### src/rtl/bolme_birimi_pkg.sv
// bolme_birimi_pkg: operation codes, FSM states and sign helper for the RV32M divide unit
package bolme_birimi_pkg;
    localparam logic [1:0] BOLME_DIV  = 2'b00;
    localparam logic [1:0] BOLME_DIVU = 2'b01;
    localparam logic [1:0] BOLME_REM  = 2'b10;
    localparam logic [1:0] BOLME_REMU = 2'b11;
    typedef enum logic [1:0] {
        BOLME_BOSTA   = 2'b00,
        BOLME_HESAPLA = 2'b01,
        BOLME_DUZELT  = 2'b10,
        BOLME_BITTI   = 2'b11
    } bolme_durum_t;
    function automatic logic [31:0] kosullu_eksi(input logic [31:0] x, input logic en);
        return en ? -x : x;
    endfunction
endpackage

### src/rtl/bolme_adimi.sv
// bolme_adimi: one combinational restoring-division step (kalan, bolunen, bolen in; shifted kalan, bolunen with new quotient bit out)
module bolme_adimi #(
    parameter int XLEN = 32
) (
    input  logic [XLEN:0]   kalan,
    input  logic [XLEN-1:0] bolunen,
    input  logic [XLEN-1:0] bolen,
    output logic [XLEN:0]   kalan_n,
    output logic [XLEN-1:0] bolunen_n
);
    logic [XLEN+1:0] kaydir, fark;
    logic            pozitif;
    always_comb begin
        kaydir    = {kalan, bolunen[XLEN-1]};
        fark      = kaydir - {2'b00, bolen};
        pozitif   = ~fark[XLEN+1];
        kalan_n   = pozitif ? fark[XLEN:0] : kaydir[XLEN:0];
        bolunen_n = {bolunen[XLEN-2:0], pozitif};
    end
endmodule

### src/rtl/bolme_birimi.sv
// bolme_birimi: multi-cycle RV32M DIV/DIVU/REM/REMU unit; clk_i/rst_i, durdur_i stall, basla_i+kontrol_i+deger1_i/deger2_i start, sonuc_o/gecerli_o result, mesgul_o busy
module bolme_birimi
    import bolme_birimi_pkg::*;
#(
    parameter int XLEN = 32
) (
    input  logic            clk_i,
    input  logic            rst_i,
    input  logic            durdur_i,
    input  logic            basla_i,
    input  logic [1:0]      kontrol_i,
    input  logic [XLEN-1:0] deger1_i,
    input  logic [XLEN-1:0] deger2_i,
    output logic [XLEN-1:0] sonuc_o,
    output logic            gecerli_o,
    output logic            mesgul_o
);
    bolme_durum_t    durum, durum_n;
    logic [1:0]      kontrol;
    logic [XLEN:0]   kalan, kalan_n;
    logic [XLEN-1:0] bolunen, bolunen_n, bolen;
    logic            bolum_isareti, kalan_isareti;
    logic [4:0]      sayac;
    logic            isaretli, s1, s2, sifir, tasma, ozel;
    logic [XLEN-1:0] ozel_sonuc, bolum, kalan_son;
    bolme_adimi #(.XLEN(XLEN)) u_adim (
        .kalan     (kalan),
        .bolunen   (bolunen),
        .bolen     (bolen),
        .kalan_n   (kalan_n),
        .bolunen_n (bolunen_n)
    );
    always_comb begin
        isaretli   = ~kontrol_i[0];
        s1         = isaretli & deger1_i[XLEN-1];
        s2         = isaretli & deger2_i[XLEN-1];
        sifir      = deger2_i == '0;
        tasma      = isaretli && deger1_i == {1'b1, {(XLEN-1){1'b0}}} && deger2_i == '1;
        ozel       = sifir | tasma;
        ozel_sonuc = sifir ? (kontrol_i[1] ? deger1_i : '1) : (kontrol_i[1] ? '0 : deger1_i);
        bolum      = kosullu_eksi(bolunen, bolum_isareti);
        kalan_son  = kosullu_eksi(kalan[XLEN-1:0], kalan_isareti);
        mesgul_o   = durum != BOLME_BOSTA;
        durum_n    = durum == BOLME_BOSTA   ? (basla_i ? (ozel ? BOLME_BITTI : BOLME_HESAPLA) : BOLME_BOSTA) :
                     durum == BOLME_HESAPLA ? (sayac == 5'd31 ? BOLME_DUZELT : BOLME_HESAPLA) :
                     durum == BOLME_DUZELT  ? BOLME_BITTI : BOLME_BOSTA;
    end
    always_ff @(posedge clk_i) begin
        if (rst_i) begin
            durum         <= BOLME_BOSTA;
            sonuc_o       <= '0;
            gecerli_o     <= 1'b0;
            sayac         <= '0;
            kontrol       <= BOLME_DIV;
            kalan         <= '0;
            bolunen       <= '0;
            bolen         <= '0;
            bolum_isareti <= 1'b0;
            kalan_isareti <= 1'b0;
        end else if (!durdur_i) begin
            durum     <= durum_n;
            // the valid pulse trails the BITTI state by one registered cycle
            gecerli_o <= durum == BOLME_BITTI;
            if (durum == BOLME_BOSTA && basla_i) begin
                kontrol       <= kontrol_i;
                bolunen       <= kosullu_eksi(deger1_i, s1);
                bolen         <= kosullu_eksi(deger2_i, s2);
                bolum_isareti <= s1 ^ s2;
                kalan_isareti <= s1;
                kalan         <= '0;
                sayac         <= '0;
                if (ozel) sonuc_o <= ozel_sonuc;
            end
            if (durum == BOLME_HESAPLA) begin
                kalan   <= kalan_n;
                bolunen <= bolunen_n;
                sayac   <= sayac + 5'd1;
            end
            if (durum == BOLME_DUZELT) sonuc_o <= kontrol[1] ? kalan_son : bolum;
        end
    end
endmodule

### config.mk
export PLATFORM = sky130hd
export DESIGN_NAME = bolme_birimi
export DESIGN_NICKNAME = d
export VERILOG_FILES = /design/src/rtl/bolme_birimi_pkg.sv /design/src/rtl/bolme_adimi.sv /design/src/rtl/bolme_birimi.sv
export SDC_FILE = /design/constraint.sdc
export NUM_CORES = 1
export LEC_CHECK = 0
export ABC_AREA = 1
export CAP_MARGIN = 20
export CORE_ASPECT_RATIO = 1.5
export CORE_MARGIN = 5
export CORE_UTILIZATION = 39
export DETAILED_ROUTE_END_ITERATION = 16
export PLACE_DENSITY = 0.59
export SLEW_MARGIN = 20
export SYNTH_ARGS = -nofsm -noshare
export SYNTH_HDL_FRONTEND = slang
export SYNTH_SLANG_ARGS = --single-unit
export TNS_END_PERCENT = 5
### constraint.sdc
create_clock -name clk_i -period 1.94 [get_ports clk_i]
set_input_delay 0.388 -clock clk_i [delete_from_list [all_inputs] [get_ports clk_i]]
set_output_delay 0.388 -clock clk_i [all_outputs]
set_load 0.1 [all_outputs]
==> results of run 1 <==
[repair_timing]
action / 4_1_cts / 5_1_grt
hold buffers: 0 / 0
cloned: 1 / 3
pin swaps: 24 / 66
setup endpoints to repair: 86 / 102
gates resized for setup: 148 / 180
setup buffers: 6 / 8
[routing by layer]
metal | track usage [%] | vias up | routed length (µm)
met3 | 3.47 | 164 | 1940
li1 | - | 8479 | -
met2 | 55.2 | 465 | 30200
met1 | 32.4 | 7838 | 21500
met4 | 21.8 | 0 | 4870
met5 | 0 | - | 0
[critical path: stages (launching register included)]
cell	delay (ns)
dfxtp_1	0.31
inv_2	0.13
ha_4	0.24
a21oi_2	0.16
nand2_1	0.13
a21oi_4	0.18
nor2_4	0.05
nor2_4	0.18
nand3_4	0.16
nand2_8	0.15
clkbuf_16	0.15
nand2_1	0.05
nand3_1	0.10
a21oi_1	0.07
[cells by family after synthesis]
kind of cell             Yosys count
buffers and inverters            395
AND/OR/NAND/NOR                 1174
AO/OA/AOI/OAI                    457
adder cells (fa/ha/maj)           46
flip-flops                       140
XOR/XNOR                          44
[cell usage after synthesis (6+ instances only)]
cell type  instances
nand2_1          532
inv_1            297
nor2_1           268
nand3_1          244
a21oi_1          199
o21ai_0          186
dfxtp_1          140
clkbuf_1          59
ha_1              39
nand4_1           39
nor3_1            36
xnor2_1           22
xor2_1            22
buf_2             17
o21ai_1           14
nand3b_1          13
o22ai_1           13
nor2_2            11
o211ai_1          11
a31oi_1            8
nand2_2            7
maj3_1             6
or2_2              6
[sequential cells by signal, indices dropped and copies added (netlist names)]
name           flops
bolunen           32
sayac              5
kontrol            1
bolen             32
durum              2
gecerli_o          1
kalan_isareti      1
kalan             33
bolum_isareti      1
sonuc_o           32
[report_power, final]
group | total, µW | switching, µW | internal [µW]
clock | 3400 | 1470 | 1930
combinational | 7460 | 4160 | 3300
sequential | 3200 | 160 | 3040
[metrics by stage]
| step | instance area, µm² | hold slack, ns | total power [µW] |
|---|---|---|---|
| detailed placement | 18000 | 0.474 | 9460 |
| finish | 20000 | 0.328 | 14100 |
| global route | 20000 | 0.337 | 14900 |
| CTS | 19200 | 0.314 | 13300 |
| floorplan | 13000 | 0.444 | 6550 |
| global placement | 18000 | 0.452 | 9400 |
[layout make-up]
class                      instances  share of cell area, %
inverter                         305                   5.84
clock inverter                    15                  0.893
multi-input combinational       1721                   48.7
sequential                       140                   14.2
clock buffer                      17                   2.12
timing repair buffer             613                   25.7
tap                              415                   2.59
[layout by cell type, fill, tap and decap left out, types with 12 or more instances in the layout]
| master | netlist | layout |
|---|---|---|
| dfxtp_2 | 0 | 35 |
| nand3_2 | 5 | 30 |
| a21oi_2 | 1 | 23 |
| nor2_1 | 268 | 223 |
| ha_4 | 0 | 33 |
| clkbuf_16 | 0 | 20 |
| buf_4 | 5 | 510 |
| o21ai_0 | 186 | 177 |
| a21oi_1 | 199 | 175 |
| dfxtp_1 | 140 | 105 |
| nor3_1 | 36 | 29 |
| o21ai_1 | 14 | 23 |
| xnor2_1 | 22 | 17 |
| nand4_1 | 39 | 39 |
| xor2_1 | 22 | 20 |
| o22ai_1 | 13 | 13 |
| inv_1 | 297 | 265 |
| nor2_4 | 1 | 18 |
| nand3b_1 | 13 | 13 |
| buf_12 | 0 | 20 |
| nand3_4 | 0 | 12 |
| nor2_2 | 11 | 39 |
| clkdlybuf4s50_1 | 0 | 65 |
| nand2_1 | 532 | 483 |
| nand2_2 | 7 | 43 |
| inv_2 | 4 | 28 |
| nand3_1 | 244 | 207 |
[worst paths after layout]
| path | from | to | slack (ns) | cells after the start |
|---|---|---|---|---|
| max | bolen[24] | kalan[25] | -0.27 | 13 |
| min | rst_i | bolunen[3] | 0.33 | 2 |
| max reg2reg | bolen[24] | kalan[25] | -0.27 | 13 |
| min reg2reg | sayac[4] | sayac[4] | 0.48 | 2 |
==> impl_metrics.ini, run 1 <==
[finish]
utilization_pct = 61.6
seq_area_um2 = 2850
multi_input_area_um2 = 9760
n_fill_cell = 3156
insertedDiodeCount = 0
drive_gt1_share_pct = 31.7
nets = 2908
syn_to_final_growth_pct = 56.7
final_cells = 3226

[sta]
finalClockSkew_ns = 0.0163
period_needed_ns = 2.21
worst_pin_slew_ns = 0.589
timing.final.crit_share_pct = 114
fmax_mhz = 452
slew-limit-headroom_pct = 60.3
tns_ns = -11.01
finalHoldViolations = 0
fin_ws_ns = -0.274
maxSlewViolCount = 0
finalSetupViolations = 78
rsz0062_at_grt = true

[clock_network]
cts_root_buf = clkbuf_16
clockBufferDepth = 2
cts_tree = done
cts.sinks = 140
cts_buffers = 17
clk_pin_slew_worst_paths_ns = 0.07
htreeDepth = 4
clk_latency_ns = 0.45

[global_route]
antenna_found_initial = 0
grt_pass1_vias = 16200
grt_pass1_wl_um = 87000
grt-ovfl-total = 0
grt_start_max_net_pins = 40
grt_use_total_pct = 30.6

[drt]
wl_per_cell_um = 18.1
drt_iter0_drc = 1273
wirelength_um = 58500
drtAntennaViolNets = 0
first_pass_iters = 6
vias_per_cell = 5.25
dr_total_vias = 16946
drcViolationCount = 0

[synthesis]
synth_seq_area_share_pct = 21.9
synthAdderAreaFrac_pct = 4.44
synthSimpleGateAreaFrac_pct = 39.5
async_flop_share_pct = 0
synth_top_family_by_area = simple AND/OR/NAND/NOR gates
synth_top_area_cell = dfxtp_1
synth_area_leaders = dfxtp_1, nand2_1, nand3_1
netlist_area_um2 = 12800
ys.flop_type = dfxtp_1
synth_cell_types = 53
avgSynthCellArea_um2 = 5.67
synth_edf_count = 0
synth_mux_area_share_pct = 0
synth_xor_area_share_pct = 3.01
netlist_instances = 2256
synth_warnings = 0
syn-num-nets = 2366
yosys.area.top_type_share_pct = 21.9
synth_compound_area_share_pct = 18.9
synth_seq_cells = 140

[placed_design]
port_buffers = 103
dpl.hpwl_um = 47200
dp_cells = 3176
gp_congestion = 0.983
pre_cts_ws_ns = -0.739

[run]
drv_cap = 0

[power_and_ir_drop]
leakagePower_uw = 0.00965
power.density_nw_per_um2 = 702
vdd_drop_max_uv = 522

[worst_setup_path]
crit_type = reg2reg
required_ns = 2.25
crit_path_start_kind = flop
cp_max_fo = 5
cp-end-kind = flop
arrival_ns = 2.53

[floorplan]
die_h_um = 232
std_cell_rows = 81
die_w_um = 158
start_util_pct = 39.3
die_area_um2 = 36600
core_area_um2 = 32500
ios = 104

[run_status]
status = finished with violations
violations = negative setup slack

[min_path]
hp-class = in2reg
Note: power is estimated with default switching activity, not from simulation.
==> run 2, diff against run 1 <==
--- a/config.mk
+++ b/config.mk
@@ -11,6 +11,7 @@
 export CORE_MARGIN = 5
 export CORE_UTILIZATION = 39
 export DETAILED_ROUTE_END_ITERATION = 16
+export GPL_ROUTABILITY_DRIVEN = 0
 export PLACE_DENSITY = 0.59
 export SLEW_MARGIN = 20
 export SYNTH_ARGS = -nofsm -noshare
==> run 2 against run 1 <==
The run still ends with negative setup slack left. Setup slack gained 0.043 ns. Critical endpoint is now kalan[17]. Sequential power about the same. Global-route usage decreased by 0.43 points. Highest routed layer unchanged. Clock power increased by 2%. Via count rose by 1.1%.
==> impl_metrics.ini, run 2 (synthesized netlist as in run 1, its figures left out) <==
[global_route]
grt_pass1_wl_um = 86500
antenna_found_initial = 0
grt-ovfl-total = 0
grt_use_total_pct = 30.2
grt_start_max_net_pins = 49
grt_pass1_vias = 16600

[floorplan]
ios = 104
core_area_um2 = 32500
die_w_um = 158
std_cell_rows = 81
die_h_um = 232
die_area_um2 = 36600
start_util_pct = 39.3

[worst_setup_path]
crit_path_start_kind = flop
path_depth = 15
cp_max_fo = 7
path_cells = inv_2, ha_4, nand2_1, nand2_1, a21oi_2, nand2_2, inv_2, nand2_4, nand2_4, nand3_4, nand2_8, clkbuf_16, nand2_1, nand3_1, a21oi_1
required_ns = 2.24
arrival_ns = 2.47
slowest_delay_ns = 0.31
crit_family = simple AND/OR/NAND/NOR gates
reg2reg_depth = 15
worst-path-buf-inv = 3
crit_type = reg2reg
cp-end-kind = flop
crit_slowest_cell = dfxtp_1
worst_path_most_repeated_cell = nand2_1

[clock_network]
cts_buffers = 17
clk_latency_ns = 0.46
cts_root_buf = clkbuf_16
cts.sinks = 140
hold_buffers = 0
clk_pin_slew_worst_paths_ns = 0.07
cts_tree = done
htreeDepth = 4
clockBufferDepth = 2

[finish]
final_common_cell = buf_4
final_cell_mix = buf_4, nand2_1, inv_1
nets = 2895
largest_reg_flops = 33
syn_to_final_growth_pct = 58.2
utilization_pct = 62.2
top_register = kalan
insertedDiodeCount = 0
drive_gt1_share_pct = 34.7

[sta]
maxSlewViolCount = 0
slew-limit-headroom_pct = 54.1
finalClockSkew_ns = 0.0154
finalSetupViolations = 47
worst_pin_slew_ns = 0.688
finalHoldViolations = 0
timing.final.crit_share_pct = 112
fmax_mhz = 461
tns_ns = -5.91
fin_ws_ns = -0.231
rsz0062_at_grt = true
period_needed_ns = 2.17

[drt]
drt_iter0_drc = 1327
drtAntennaViolNets = 0
first_pass_iters = 5
drcViolationCount = 0
vias_per_cell = 5.33
wl_per_cell_um = 18.0
wirelength_um = 57900
dr_total_vias = 17128

[placed_design]
dpl.hpwl_um = 45500
port_buffers = 103
pre_cts_ws_ns = -0.697

[run_status]
violations = negative setup slack
status = finished with violations

[power_and_ir_drop]
finalPower_uw = 14100
vdd_drop_max_uv = 636
power.density_nw_per_um2 = 698
leakagePower_uw = 0.00986

[min_path]
hp-class = in2reg
whs_path_depth = 3

[run]
drv_cap = 0
-- run 2: power by group --
part	total [µW]	internal [µW]	switching [µW]
registers	3210	3040	175
logic	7450	3290	4160
clock network	3470	1940	1530
-- run 2: metal layers --
| layer | vias up | wire, µm | track usage (%) | part of all wire, % |
|---|---|---|---|---|
| met5 | - | 0 | 0 | 0 |
| li1 | 8463 | - | - | - |
| met2 | 564 | 29500 | 53.4 | 51 |
| met3 | 205 | 2470 | 2.85 | 4.3 |
| met1 | 7896 | 20800 | 32.1 | 36 |
| met4 | 0 | 5120 | 24.2 | 8.8 |
-- run 2: timing repair --
action                     CTS  global route
cloned                       0             4
setup endpoints to repair   89            98
pin swaps                   53            59
setup buffers               14            12
gates resized for setup    258           229
-- run 2: worst register-to-register path, cell delays in order, from the launching register on --
cell and delay, ns:
dfxtp_1 0.31, inv_2 0.12, ha_4 0.23, nand2_1 0.07
nand2_1 0.11, a21oi_2 0.19, nand2_2 0.09, inv_2 0.09
nand2_4 0.06, nand2_4 0.10, nand3_4 0.16, nand2_8 0.14
clkbuf_16 0.15, nand2_1 0.06, nand3_1 0.08, a21oi_1 0.07
-- run 2: metrics by stage --
step / instance area, µm² / hold slack (ns) / instances
global route: 20200 / 0.352 / 3213
detailed placement: 17800 / 0.461 / 3152
finish: 20200 / 0.349 / 3213
global placement: 17800 / 0.453 / 3152
floorplan: 13000 / 0.444 / 2256
CTS: 19300 / 0.354 / 3197
-- run 2: path summary, 6_finish.rpt --
kind / startpoint / end / slack [ns]
min: rst_i / sonuc_o[31] / 0.35
max: bolen[16] / kalan[17] / -0.23
min reg2reg: sayac[4] / sayac[4] / 0.47
max reg2reg: bolen[16] / kalan[17] / -0.23
-- run 2: final cells by class --
cell class                      count  area, µm²
Clock buffer                       17        425
Timing Repair Buffer              600       5090
Multi-Input combinational cell   1721       9980
Clock inverter                     15        176
Tap cell                          415        519
Fill cell                        3039      12300
Sequential cell                   140       2860
Inverter                          305       1180
==> run 3, diff against run 2 <==
--- a/config.mk
+++ b/config.mk
@@ -10,6 +10,7 @@
 export CORE_ASPECT_RATIO = 1.5
 export CORE_MARGIN = 5
 export CORE_UTILIZATION = 39
+export CTS_BUF_LIST = sky130_fd_sc_hd__clkbuf_8
 export DETAILED_ROUTE_END_ITERATION = 16
 export GPL_ROUTABILITY_DRIVEN = 0
 export PLACE_DENSITY = 0.59
==> run 3 against run 2 <==
Cell count down 0.22%. Largest cell class unchanged. Critical endpoint is now kalan[24]. First-iteration DRC count is 3.2% lower. Fmax about the same. Setup slack got worse by 0.0017 ns. Sequential cell count unchanged. Clock skew rose by 0.0067 ns. Power down 6.3%. Utilization down 1.7 points. Via count is 0.92% lower. Largest power group unchanged. The flow still finishes with violations (negative setup slack).
==> impl_metrics.ini, run 3 (synthesized netlist as in run 1, its figures left out) <==
[clock_network]
cts.sinks = 140
clk_pin_slew_worst_paths_ns = 0.10
htreeDepth = 4
clk_latency_ns = 0.51
cts_tree = done
cts_buffers = 17
hold_buffers = 0
cts_root_buf = clkbuf_8
clockBufferDepth = 2

[finish]
top_register = kalan
final_common_cell = buf_4
nets = 2888
syn_to_final_growth_pct = 54.0
n_fill_cell = 3089
largest_reg_flops = 33
insertedDiodeCount = 0
stdcell_area_um2 = 19700
final_cell_mix = buf_4, nand2_1, inv_1
drive_gt1_share_pct = 33.0

[global_route]
grt_pass1_wl_um = 85600
grt_pass1_vias = 16384
grt_start_max_net_pins = 49
grt_use_total_pct = 29.9
grt-ovfl-total = 0
antenna_found_initial = 0

[floorplan]
start_util_pct = 39.3
ios = 104
die_area_um2 = 36600
std_cell_rows = 81
die_h_um = 232
core_area_um2 = 32500
die_w_um = 158

[drt]
wirelength_um = 57100
drtAntennaViolNets = 0
drt-met1-wl_um = 20700
vias_per_cell = 5.29
wl_per_cell_um = 17.8
dr_total_vias = 16971
drcViolationCount = 0
drt_iter0_drc = 1284
dr_wl_met2_um = 29000
wl_met3_um = 2430
top_layer = met4
first_pass_iters = 7

[power_and_ir_drop]
seqPwrFrac_pct = 24.2
internal-power_uw = 7510
vdd_drop_max_uv = 456
clkPwrFrac_pct = 19.8
switching_power_uw = 5730
p_comb_share_pct = 56.0
power.share.switching_pct = 43.3
power.density_nw_per_um2 = 672
leakagePower_uw = 0.00948
finalPower_uw = 13200

[worst_setup_path]
reg2reg_depth = 16
crit_path_start_kind = flop
arrival_ns = 2.53
regToRegEndpoint = kalan[24]
required_ns = 2.30
cp_max_fo = 7
crit_type = reg2reg
cp-end-kind = flop
rrSetupSlack_ns = -0.23
r2r_start = bolen[8]
setup.worst_path.end = kalan[24]
crit_path_start = bolen[8]

[placed_design]
dpl.hpwl_um = 45500
pre_cts_ws_ns = -0.697
place_area_um2 = 17800
port_buffers = 103

[run_status]
violations = negative setup slack
status = finished with violations

[sta]
fmax_mhz = 460
period_needed_ns = 2.17
finalClockSkew_ns = 0.0221
finalSetupViolations = 67
holdWs_ns = 0.304
fin_ws_ns = -0.233
maxSlewViolCount = 0
rsz0062_at_grt = true
timing.final.crit_share_pct = 112
finalHoldViolations = 0
worst_pin_slew_ns = 0.664
slew-limit-headroom_pct = 55.8

[run]
drv_cap = 0

[min_path]
hp-class = in2reg
run 3: changes by cell type in the layout (fill, tap and decap cells not counted), sizes merged:
cell           previous run  this run
clkbuf                   21        19
clkinv                    8         7
buf                     528       523
inv                     309       310
dlygate4sd2               1         0
clkdlybuf4s15             1         0
dlymetal6s2s             29         4
clkdlybuf4s50            37        64
run 3: through the flow:
step,util (%),setup TNS [ns],std cells
finish,60.6,-7.99,3206
global route,60.6,-17.14,3206
CTS,58.0,-6.73,3198
detailed placement,54.6,-58.40,3152
global placement,54.6,-55.36,3152
floorplan,-,0,2256
run 3: routing by layer:
metal  up-vias  global-route usage (%)
met5         -                       0
met4         0                    22.6
met3       186                    3.15
met2       566                    53.2
met1      7769                    31.9
li1       8450                       -
run 3: area by class of cell:
class	count	area [µm²]	share of cell area [%]
multi-input combinational	1721	9810	49.8
timing repair buffer	593	4920	25.0
sequential	140	2860	14.5
inverter	305	1180	5.98
tap	415	519	2.64
clock buffer	17	234	1.19
clock inverter	15	176	0.896
run 3: power by group through the flow:
stage                     combinational, µW  sequential (µW)  clock, µW
final                                  7410             3210       2620
after global routing                   8050             3230       2760
after CTS                              6670             3200       2640
after detailed placement               6180             3240          0
after global placement                 6090             3240          0
after floorplan                        3340             3210          0
run 3: how the worst min path moves through the flow:
stage,from,end,cells past startpoint
2_1_floorplan,sayac[4],sayac[4],2
3_3_place_gp,sayac[4],sayac[4],2
3_5_place_dp,sayac[4],sayac[4],2
4_1_cts,rst_i,sonuc_o[31],3
5_1_grt,rst_i,sonuc_o[31],3
6_report,rst_i,sonuc_o[31],3
run 3: critical path, stage by stage, from the launching register on:
cell and delay (ns):
dfxtp_2 0.36, inv_4 0.05, ha_4 0.29, nand2_4 0.06
nor2_4 0.16, nand3_2 0.12, nand3_4 0.12, nand2_4 0.06
nand2_4 0.07, nand2_4 0.08, nand2_4 0.10, nand2_8 0.09
nand2_8 0.11, clkbuf_16 0.15, nand2_1 0.05, nand3_1 0.06
a21oi_1 0.06
run 3: repair_timing:
action | in CTS | in global routing
gates resized for setup | 178 | 221
buffers inserted | 14 | 7
endpoints found under the hold margin | 0 | 0
pin swaps | 35 | 70
setup endpoints to repair | 81 | 98
cloned | 0 | 2
